**src/rtl/antilog_calculator.sv**
```systemverilog
// antilog_calculator
//   Mitchell-style antilog: out_data = floor(2**k * (1 + f)), computed by a
//   bit-serial shifter that moves the accumulator left one place per cycle.
//   A request is taken in IDLE, shifted k times in SHIFT, and the result is
//   held in DONE until the consumer takes it.
//
// Parameters
//   FRAC_W  fraction width of in_frac (weight 2**-FRAC_W per LSB)
//   CHAR_W  characteristic width; result width OUT_W = 2**CHAR_W
//
// Ports
//   clk        clock, rising edge
//   rst_n      asynchronous active-low reset
//   in_valid   request qualifier for in_char / in_frac
//   in_ready   high only in IDLE
//   in_char    characteristic k
//   in_frac    fraction f
//   out_valid  high only in DONE
//   out_ready  consumer accepts out_data
//   out_data   registered result, kept until the next result is written
//
// Build option
//   ANTILOG_BIAS_COMP_EN  when defined, adds a constant +5 bias to the
//                         fraction, saturating at 2**FRAC_W-1.

module antilog_calculator #(
    parameter int FRAC_W = 7,
    parameter int CHAR_W = 4
) (
    input  logic                     clk,
    input  logic                     rst_n,
    input  logic                     in_valid,
    output logic                     in_ready,
    input  logic [CHAR_W-1:0]        in_char,
    input  logic [FRAC_W-1:0]        in_frac,
    output logic                     out_valid,
    input  logic                     out_ready,
    output logic [(2**CHAR_W)-1:0]   out_data
);

    localparam int OUT_W = 2**CHAR_W;
    // Wide enough that the largest shift (k = 2**CHAR_W-1) keeps every bit.
    localparam int ACC_W = FRAC_W + OUT_W;

    typedef enum logic [1:0] {IDLE, SHIFT, DONE} state_t;

    state_t              state_q, state_d;
    logic [ACC_W-1:0]    acc_q, acc_d;
    logic [CHAR_W-1:0]   cnt_q, cnt_d;
    logic [OUT_W-1:0]    out_data_q, out_data_d;
    logic [FRAC_W-1:0]   f_eff;

`ifdef ANTILOG_BIAS_COMP_EN
    // One spare bit catches the carry; a carry means the sum exceeded the
    // largest fraction, so clamp to all-ones.
    logic [FRAC_W:0] frac_sum;
    always_comb begin
        frac_sum = {1'b0, in_frac} + (FRAC_W+1)'(5);
        f_eff    = frac_sum[FRAC_W] ? {FRAC_W{1'b1}} : frac_sum[FRAC_W-1:0];
    end
`else
    assign f_eff = in_frac;
`endif

    assign in_ready  = (state_q == IDLE);
    assign out_valid = (state_q == DONE);
    assign out_data  = out_data_q;

    always_comb begin
        state_d    = state_q;
        acc_d      = acc_q;
        cnt_d      = cnt_q;
        out_data_d = out_data_q;
        case (state_q)
            IDLE: begin
                if (in_valid) begin
                    // Hidden leading one makes the mantissa 1.f.
                    acc_d   = {{(ACC_W-FRAC_W-1){1'b0}}, 1'b1, f_eff};
                    cnt_d   = in_char;
                    state_d = SHIFT;
                end
            end
            SHIFT: begin
                if (cnt_q != '0) begin
                    acc_d = {acc_q[ACC_W-2:0], 1'b0};
                    cnt_d = cnt_q - CHAR_W'(1);
                end else begin
                    // Dropping the low FRAC_W bits is the floor of 2**k*(1+f).
                    out_data_d = acc_q[ACC_W-1:FRAC_W];
                    state_d    = DONE;
                end
            end
            DONE: begin
                if (out_ready) state_d = IDLE;
            end
            default: state_d = IDLE;
        endcase
    end

    always_ff @(posedge clk or negedge rst_n) begin
        if (!rst_n) begin
            state_q    <= IDLE;
            acc_q      <= '0;
            cnt_q      <= '0;
            out_data_q <= '0;
        end else begin
            state_q    <= state_d;
            acc_q      <= acc_d;
            cnt_q      <= cnt_d;
            out_data_q <= out_data_d;
        end
    end

endmodule
```
**config.mk**
```make
export PLATFORM = sky130hd
export DESIGN_NAME = antilog_calculator
export DESIGN_NICKNAME = d
export VERILOG_FILES = /design/src/rtl/antilog_calculator.sv
export SDC_FILE = /design/constraint.sdc
export NUM_CORES = 1
export LEC_CHECK = 0
export CAP_MARGIN = 20
export CORE_MARGIN = 2
export CORE_UTILIZATION = 35
export CTS_BUF_LIST = sky130_fd_sc_hd__clkbuf_8 sky130_fd_sc_hd__clkbuf_16
export CTS_CLUSTER_DIAMETER = 100
export CTS_CLUSTER_SIZE = 10
export DETAILED_ROUTE_END_ITERATION = 7
export PLACE_DENSITY_LB_ADDON = 0.3
export SYNTH_ARGS = -nofsm -noshare
export SYNTH_HDL_FRONTEND = slang
export SYNTH_SLANG_ARGS = --single-unit
```
**constraint.sdc**
```tcl
create_clock -name clk -period 3.7 [get_ports clk]
set_input_delay 0.74 -clock clk [delete_from_list [all_inputs] [get_ports clk]]
set_output_delay 0.74 -clock clk [all_outputs]
set_load 0.01 [all_outputs]
```
; ---- Yosys cells after proc, flatten, opt, wreduce, memory -nomap -nowiden
; Cells that the tools add are included.
[totals]
reg_bits = 45
out_inout_bits = 18
[classes]
reduce_logical = 6
n_eq_ne = 6
addsub = 1
mux = 10
bitwise = 1
[op_table]
columns = operator, count
row1 = 23-bit 2-to-1 mux, 2
row2 = 23-bit one-hot mux with 2 select lines, 1
row3 = 4-bit 2-to-1 mux, 2
row4 = 4-bit one-hot mux with 2 select lines, 1
row5 = 2-bit 2-to-1 mux, 3
row6 = 2-bit != test (second input constant), 3
row7 = 2-bit one-hot mux with 3 select lines, 1
row8 = 3-bit AND reduction, 2
row9 = 4-bit nonzero test, 1
row10 = 4-bit by 1-bit subtractor with 4-bit output (second input constant), 1
row11 = 2-bit by 1-bit == test with 1-bit output (second input constant), 1
row12 = 2-bit == test (second input constant), 1
row13 = 2-bit logical NOT, 1
row14 = 2-bit by 1-bit != test with 1-bit output (second input constant), 1
row15 = 2-bit AND reduction, 1
row16 = 2-bit nonzero test, 1
row17 = 1-bit NOT, 1

; ---- Longest topological paths before layout
; Gate-level depths: netlist of run 1.
[logic_depth]
ltp_word = 3
depth_mapped = 7
ltp_nobuf = 6

; ---- Worst setup path before layout of run 1
; Ideal clock, no wire load.
[synth_path]
kind = reg2reg
startpoint = register cnt_q[0]
endpoint = register out_data_q[10], in the netlist out_data[10]
period_less_slack_ns = 1.804
t_arrival_ns = 1.679
path_slack_ns = 1.896
t_required_ns = 3.575
path_stages_with_launch = 7
path_cell_list = dfrtp_1 inv_1 ha_1 inv_1 nor4b_4 buf_6 mux2_4
[synth_via]
elab_chain_len = 3
[synth_lines]
columns = element, line_no
row1 = from (decl), 49  ; logic [CHAR_W-1:0] cnt_q, cnt_d;
row2 = from (signal assigned), 109  ; cnt_q <= cnt_d;
row3 = 4-bit nonzero test, 84  ; if (cnt_q != '0) begin
row4 = 1-bit NOT (no source line), --
row5 = 2-bit AND reduction (no source line), --
row6 = to (signal assigned), 110  ; out_data_q <= out_data_d;
row7 = to (decl), 50  ; logic [OUT_W-1:0] out_data_q, out_data_d;
; Every way passes these cells.
; A chain may end at the register's enable or synchronous reset.

; ---- Worst setup path in the final report of run 1
[layout_path]
startpoint = register state_q[1]
endpoint = output out_valid
[layout_via]
elab_chain_len = 1
[layout_lines]
columns = element, line_no
row1 = from (decl), 47  ; state_t state_q, state_d;
row2 = from (signal assigned), 107  ; state_q <= state_d;
row3 = 2-bit == test, 66  ; assign out_valid = (state_q == DONE);
row4 = to (decl), 36  ; output logic out_valid,
; Every way passes these cells.

==> tab_implementation.tex, run 1 <==
\begin{tabular}{lr}
\hline
Metric & Value \\
\hline
\multicolumn{2}{l}{\textbf{Run status}} \\
Status & finished clean \\
\multicolumn{2}{l}{\textbf{Power}} \\
Static leakage & 0.00120 uW \\
Power density normalized to cell area & 775 nW/um2 \\
Final Total Pwr & 1940 uW \\
Worst IR Drop VDD & 0.000361 V \\
\multicolumn{2}{l}{\textbf{Timing}} \\
Hold Fails Final Rpt & 0 \\
Final cycle utilization of the critical path & 70.7\% \\
Measured slew at the worst slew-check pin & 0.629 ns \\
RSZ-0062 raised after global routing & false \\
Final-layout setup total negative slack & 0 ns \\
Fin crit period & 2.62 ns \\
Upper clock frequency limit & 382 MHz \\
Worst Clk Skew & 0.00754 ns \\
Number of slew-limit violations in the final report & 0 \\
Final count of negative-setup-slack endpoints & 0 \\
Max transition margin & 58.0\% \\
\multicolumn{2}{l}{\textbf{Detailed routing}} \\
Drt wl/cell & 15.3 um \\
Antenna Nets Post-Route & 0 \\
Mean number of vias per cell & 4.99 \\
Routed via count & 1298 \\
Starting DRT DRC Count & 88 \\
Wire length after detailed routing & 3980 um \\
Detailed-route DRC error count & 0 \\
Pre-antenna DRT Iters & 4 \\
\multicolumn{2}{l}{\textbf{Worst setup path}} \\
Endpoint arrival time on the critical path & 1.88 ns \\
Master of the slowest instance on the critical path & dfrtp\_1 \\
Total buffers and inverters traversed by the critical path & 1 \\
Cell-by-cell listing of the critical path & nor2b\_1, clkdlybuf4s50\_1 \\
Critical path peak fanout & 20 \\
Path type of the worst setup path & reg2out \\
Worst Path Required & 2.96 ns \\
Capturing element type of the critical path & output pin \\
Crit path largest cell delay & 0.75 ns \\
Critical path's top delay family & flip-flops \\
Setup crit start kind & flop \\
\multicolumn{2}{l}{\textbf{Clocking}} \\
Number of setup buffers added after CTS & 0 \\
Post-cts hold buffer count & 0 \\
Max clock buf depth & 2 \\
\# resized after CTS & 0 \\
CTS Root Buffer Type & clkbuf\_8 \\
Clock sink count & 45 \\
CTS clock-pin slew for the worst setup and hold paths & 0.09 ns \\
H-tree levels & 2 \\
CTS Buf Count & 5 \\
Worst-Skew Late Latency & 0.30 ns \\
Clock tree from TritonCTS & yes \\
\multicolumn{2}{l}{\textbf{Placement}} \\
Last weighted congestion value of the routability-driven placer & 0.770 \\
Hpwl dp & 2690 um \\
Buffers on Ports & 32 \\
\multicolumn{2}{l}{\textbf{Yosys}} \\
Fraction of synthesized cell area taken by the top area cell type & 55.1\% \\
Syn\_area\_per\_cell & 13.3 um2 \\
Number of unique standard cell types used by synthesis & 33 \\
Leading cell type by number of instances after synthesis & dfrtp\_1 \\
Number of synthesized flops with an enable pin & 0 \\
Summed instance area of the synthesized netlist & 2040 um2 \\
Total of warnings raised by yosys & 0 \\
Proportion of synthesized flip-flops having asynchronous set or reset & 100\% \\
Synthesized flop and latch total & 45 \\
Share of the yosys chip area belonging to registers & 55.1\% \\
Post-Synthesis Net Count & 170 \\
Most common flop cell mapped by yosys & dfrtp\_1 \\
Post-synth top cells & dfrtp\_1, mux2\_2, inv\_1 \\
Synth top area cells & dfrtp\_1, mux2\_2, mux2\_4, mux2i\_1, a21o\_1 \\
Post-Synthesis Cells & 154 \\
Area leader, netlist & dfrtp\_1 \\
\multicolumn{2}{l}{\textbf{Global route}} \\
Pin count of the biggest net entering global routing & 46 \\
First-pass GRT wire length & 6580 um \\
Grt met3 use & 2.13\% \\
Global-route layer with the greatest usage & met2 \\
Remaining global-route overflow & 0 \\
Global-route total usage across every layer & 13.3\% \\
Met2 usage in global routing & 21.4\% \\
Met1 Resource Use GR & 17.3\% \\
Antenna violations before repair & 0 \\
Vias in the first global route & 1358 \\
\multicolumn{2}{l}{\textbf{Floorplanning}} \\
Standard-cell row count & 27 \\
Vertical extent of the die & 80.4 um \\
Placeable Area & 5570 um2 \\
Full die area & 6470 um2 \\
Starting density of the core & 36.7\% \\
Die X & 80.4 um \\
\# IOs & 33 \\
\multicolumn{2}{l}{\textbf{Final layout}} \\
Area growth syn-to-layout & 22.4\% \\
Share of layout cells above drive strength 1 & 23.9\% \\
Antenna Cells & 0 \\
Nets & 203 \\
\multicolumn{2}{l}{\textbf{Job}} \\
Number of max-cap violations & 0 \\
\multicolumn{2}{l}{\textbf{Min path}} \\
Path class of the lowest-slack min-delay path & in2async \\
\hline
\end{tabular}
metrics by stage:
stage / utilization, % / hold WS [ns] / setup WS, ns / cell area (um2) / instances
after detailed placement: 42.9 / 0.491 / 1.24 / 2390 / 251
after global placement: 42.9 / 0.484 / 1.27 / 2390 / 251
final: 44.9 / 0.291 / 1.08 / 2500 / 260
after floorplan: - / 0.444 / 1.90 / 2040 / 154
after CTS: 44.5 / 0.515 / 1.06 / 2480 / 259
after global routing: 44.9 / 0.299 / 0.987 / 2500 / 260
flip-flops by register name, summed over array words and instances, names as in the netlist:
signal,cells
cnt_q,4
out_data,16
state_q,2
acc_q,23
routing by layer:
layer	part of all wire (%)	wire length, um	vias to the layer above
met5	0	0	-
met4	1.9	74	0
met3	3.5	140	6
met2	49	1960	33
met1	45	1800	646
li1	-	-	613
final timing paths:
kind,slack (ns),start,to,cells past startpoint
worst max register to register,1.29,state_q[1]$_DFFE_PN0P_,out_data[15]$_DFFE_PN0P_,5
max in group asynchronous,2.94,rst_n,acc_q[5]$_DFFE_PN0P_,2
min in group clk,0.51,acc_q[0]$_DFFE_PN0P_,acc_q[0]$_DFFE_PN0P_,1
worst min register to register,0.51,acc_q[0]$_DFFE_PN0P_,acc_q[0]$_DFFE_PN0P_,1
worst min-delay path,0.29,rst_n,out_data[8]$_DFFE_PN0P_,1
worst max-delay path,1.08,state_q[1]$_DFFE_PN0P_,out_valid,2
report_power, final:
part | internal (uW) | leakage (uW) | switching, uW | total, uW
Combinational | 456 | 0.000584 | 335 | 791
Clock | 133 | 0.0000364 | 175 | 308
Sequential | 690 | 0.000583 | 151 | 840
Total | 1280 | 0.00120 | 661 | 1940
area by class of cell:
cell class              count  area, um2
fillers                   510       3070
inverters                  13       53.8
clock inverters             3       22.5
multi-input cells          87        791
clock buffers               5       68.8
well taps                  72       90.1
flip-flops and latches     45       1130
repair buffers             35        350
placed cells by master, fill, tap and decap left out:
cell type         n
o21ai_0           1
buf_12            1
mux2i_1           8
clkinv_1          1
o21ai_1           2
nor4_1            9
dfrtp_1          45
or3_4             1
nor4b_4           1
a2111oi_0         2
a21o_1            8
nor2b_1           1
buf_2             1
clkinvlp_4        3
nand2_1           9
a32o_1            1
o31ai_1           2
inv_6             1
nor2b_2           1
buf_4             2
mux2_4            9
clkbuf_8          5
or3_1             1
o22ai_1           1
clkdlybuf4s50_1  31
a211o_1           1
nor2_1            2
inv_1            11
and4bb_4          1
nor4b_1           1
a2bb2oi_1         2
mux2_2           19
nand3b_1          2
a21oi_1           1
ha_1              1
logic make-up after synthesis:
group	synth area share, %
buf+inv	6.24
compound gates	7.59
flops	55.1
mux	21.0
simple gates	9.49
fa+ha+maj	0.612
worst register-to-register path: cells and delay by family (launching register included):
kind                   cells  cell delay, ns
buffers and inverters      2            0.59
flip-flops                 1            0.62
multiplexers               1            0.37
AND/OR/NAND/NOR            2            0.72
No activity file was read; power rests on OpenSTA's default activity.
==> inputs of run 2 (changes only) <==
clock period = 2.3 ns   (was 3.7 ns; I/O delays follow)
==> tab_implementation.tex, run 2 (synthesized netlist as in run 1, its figures left out) <==
\begin{tabular}{lr}
\hline
Metric & Value \\
\hline
\multicolumn{2}{l}{\textbf{Global route}} \\
Remaining global-route overflow & 0 (unchanged) \\
Global-route total usage across every layer & 13.2\% (-0.083 points) \\
Pin count of the biggest net entering global routing & 46 (unchanged) \\
Antenna violations before repair & 0 (unchanged) \\
Vias in the first global route & 1318 (-2.9\%) \\
First-pass GRT wire length & 6380 um (-3.0\%) \\
\multicolumn{2}{l}{\textbf{Timing}} \\
Final count of negative-setup-slack endpoints & 0 (unchanged) \\
Hold slack & 0.502 ns (+0.211 ns) \\
Final cycle utilization of the critical path & 90.8\% \\
Measured slew at the worst slew-check pin & 0.452 ns (-0.178 ns) \\
Worst Clk Skew & 0.00909 ns (+0.00155 ns) \\
Final-layout setup total negative slack & 0 ns (unchanged) \\
Hold Fails Final Rpt & 0 (unchanged) \\
Fin crit period & 2.09 ns \\
RSZ-0062 raised after global routing & false \\
Max transition margin & 69.1\% (+11 points) \\
Upper clock frequency limit & 479 MHz \\
Number of slew-limit violations in the final report & 0 (unchanged) \\
\multicolumn{2}{l}{\textbf{Clocking}} \\
Number of setup buffers added after CTS & 0 (unchanged) \\
Worst-Skew Late Latency & 0.29 ns (about the same) \\
H-tree levels & 2 (unchanged) \\
CTS Root Buffer Type & clkbuf\_8 \\
CTS clock-pin slew for the worst setup and hold paths & 0.08 ns (about the same) \\
Clock tree from TritonCTS & yes \\
\# resized after CTS & 0 (unchanged) \\
Clock sink count & 45 (unchanged) \\
CTS Buf Count & 5 (unchanged) \\
Max clock buf depth & 2 (unchanged) \\
\multicolumn{2}{l}{\textbf{Final layout}} \\
Area growth syn-to-layout & 25.0\% \\
Nets & 206 (+1.5\%) \\
Final design utilization & 45.9\% (+0.97 points) \\
Antenna Cells & 0 (unchanged) \\
Number of flip-flops in the largest register & 23 (unchanged) \\
Share of layout cells above drive strength 1 & 24.6\% (+0.67 points) \\
Design area & 2560 um2 (+2.1\%) \\
Most common cell after layout, fill and taps aside & dfrtp\_1 \\
Commonest non-fill, non-tap cells in the layout & dfrtp\_1, clkdlybuf4s50\_1, mux2\_2 \\
Biggest register & acc\_q \\
\multicolumn{2}{l}{\textbf{Floorplanning}} \\
Standard-cell row count & 27 (unchanged) \\
Starting density of the core & 36.7\% (unchanged) \\
Die X & 80.4 um (unchanged) \\
Vertical extent of the die & 80.4 um (unchanged) \\
Full die area & 6470 um2 (unchanged) \\
Placeable Area & 5570 um2 (unchanged) \\
\# IOs & 33 (unchanged) \\
\multicolumn{2}{l}{\textbf{Detailed routing}} \\
Detailed-route DRC error count & 0 (unchanged) \\
Starting DRT DRC Count & 137 (+56\%) \\
Antenna Nets Post-Route & 0 (unchanged) \\
Drt wl/cell & 14.8 um (-3.2\%) \\
Mean number of vias per cell & 5.05 (+1.1\%) \\
Routed via count & 1328 (+2.3\%) \\
Pre-antenna DRT Iters & 4 (unchanged) \\
Wire length after detailed routing & 3890 um (-2.1\%) \\
\multicolumn{2}{l}{\textbf{Placement}} \\
Last weighted congestion value of the routability-driven placer & 0.754 (-2.1\%) \\
Placed cell areas & 2410 um2 (+0.63\%) \\
Hpwl dp & 2770 um (+3.3\%) \\
Buffers on Ports & 32 (unchanged) \\
\multicolumn{2}{l}{\textbf{Worst setup path}} \\
FF-to-FF setup slack & 0.21 ns (-1.08 ns) \\
Worst Path Required & 2.48 ns (-0.48 ns) \\
Critical path peak fanout & 16 (-20\%) \\
Path type of the worst setup path & reg2reg \\
Setup crit start kind & flop \\
Endpoint arrival time on the critical path & 2.27 ns (+0.39 ns) \\
Capturing element type of the critical path & flop \\
\multicolumn{2}{l}{\textbf{Run status}} \\
Status & finished clean \\
\multicolumn{2}{l}{\textbf{Power}} \\
Power density normalized to cell area & 1270 nW/um2 (+64\%) \\
Worst IR Drop VDD & 0.000569 V (+58\%) \\
Static leakage & 0.00124 uW (+3.0\%) \\
Final Total Pwr & 3250 uW (+67\%) \\
\multicolumn{2}{l}{\textbf{Min path}} \\
Path class of the lowest-slack min-delay path & reg2reg \\
\multicolumn{2}{l}{\textbf{Job}} \\
Number of max-cap violations & 0 (unchanged) \\
\hline
\end{tabular}
-- run 2: final cells by class --
cell class | count | area [um2]
clock inverter | 2 | 37.5
fill | 506 | 3020
multi-input combinational | 87 | 791
inverter | 13 | 53.8
sequential | 45 | 1130
clock buffer | 6 | 82.6
tap | 72 | 90.1
timing repair buffer | 38 | 375
-- run 2: report_power, final --
| group | total (uW) | switching (uW) | internal [uW] |
|---|---|---|---|
| clock network | 617 | 263 | 353 |
| logic | 1290 | 550 | 744 |
| registers | 1330 | 224 | 1110 |
| total | 3250 | 1040 | 2210 |
-- run 2: path summary, 6_finish.rpt --
path	to	cells after the start	startpoint
setup reg to reg	acc_q[4]$_DFFE_PN0P_	6	cnt_q[0]$_DFFE_PN0P_
min in group asynchronous	out_data[8]$_DFFE_PN0P_	2	rst_n
hold reg to reg	acc_q[0]$_DFFE_PN0P_	1	acc_q[0]$_DFFE_PN0P_
setup / recovery	acc_q[4]$_DFFE_PN0P_	6	cnt_q[0]$_DFFE_PN0P_
max in group asynchronous	acc_q[4]$_DFFE_PN0P_	3	rst_n
hold / removal	acc_q[0]$_DFFE_PN0P_	1	acc_q[0]$_DFFE_PN0P_
-- run 2: per-layer routing --
metal  share of wire, %  vias up  wire (um)  global-route usage, %
met5                  0        -          0                      0
met2                 49       24       1910                   20.4
met1                 45      674       1760                   17.3
met4                1.8        0         72                   6.44
met3                3.6        6        142                   3.03
li1                   -      624          -                      -
-- run 2: timing repair --
item	CTS	global route
setup endpoints to repair	0	0
hold endpoints to repair	0	5
hold buffers	0	1
-- run 2: metrics by stage --
| step | worst slack (ns) | instances |
|---|---|---|
| 2_1_floorplan | 0.496 | 154 |
| 3_3_place_gp | 0.143 | 253 |
| 3_5_place_dp | 0.129 | 253 |
| 4_1_cts | 0.205 | 261 |
| 5_1_grt | 0.117 | 263 |
| 6_report | 0.211 | 263 |
-- run 2: critical path, cell delays in order (launching register included) --
cell	delay, ns
dfrtp_1	0.40
inv_1	0.06
ha_1	0.23
and4bb_4	0.27
or3_4	0.48
inv_6	0.18
mux2_2	0.35
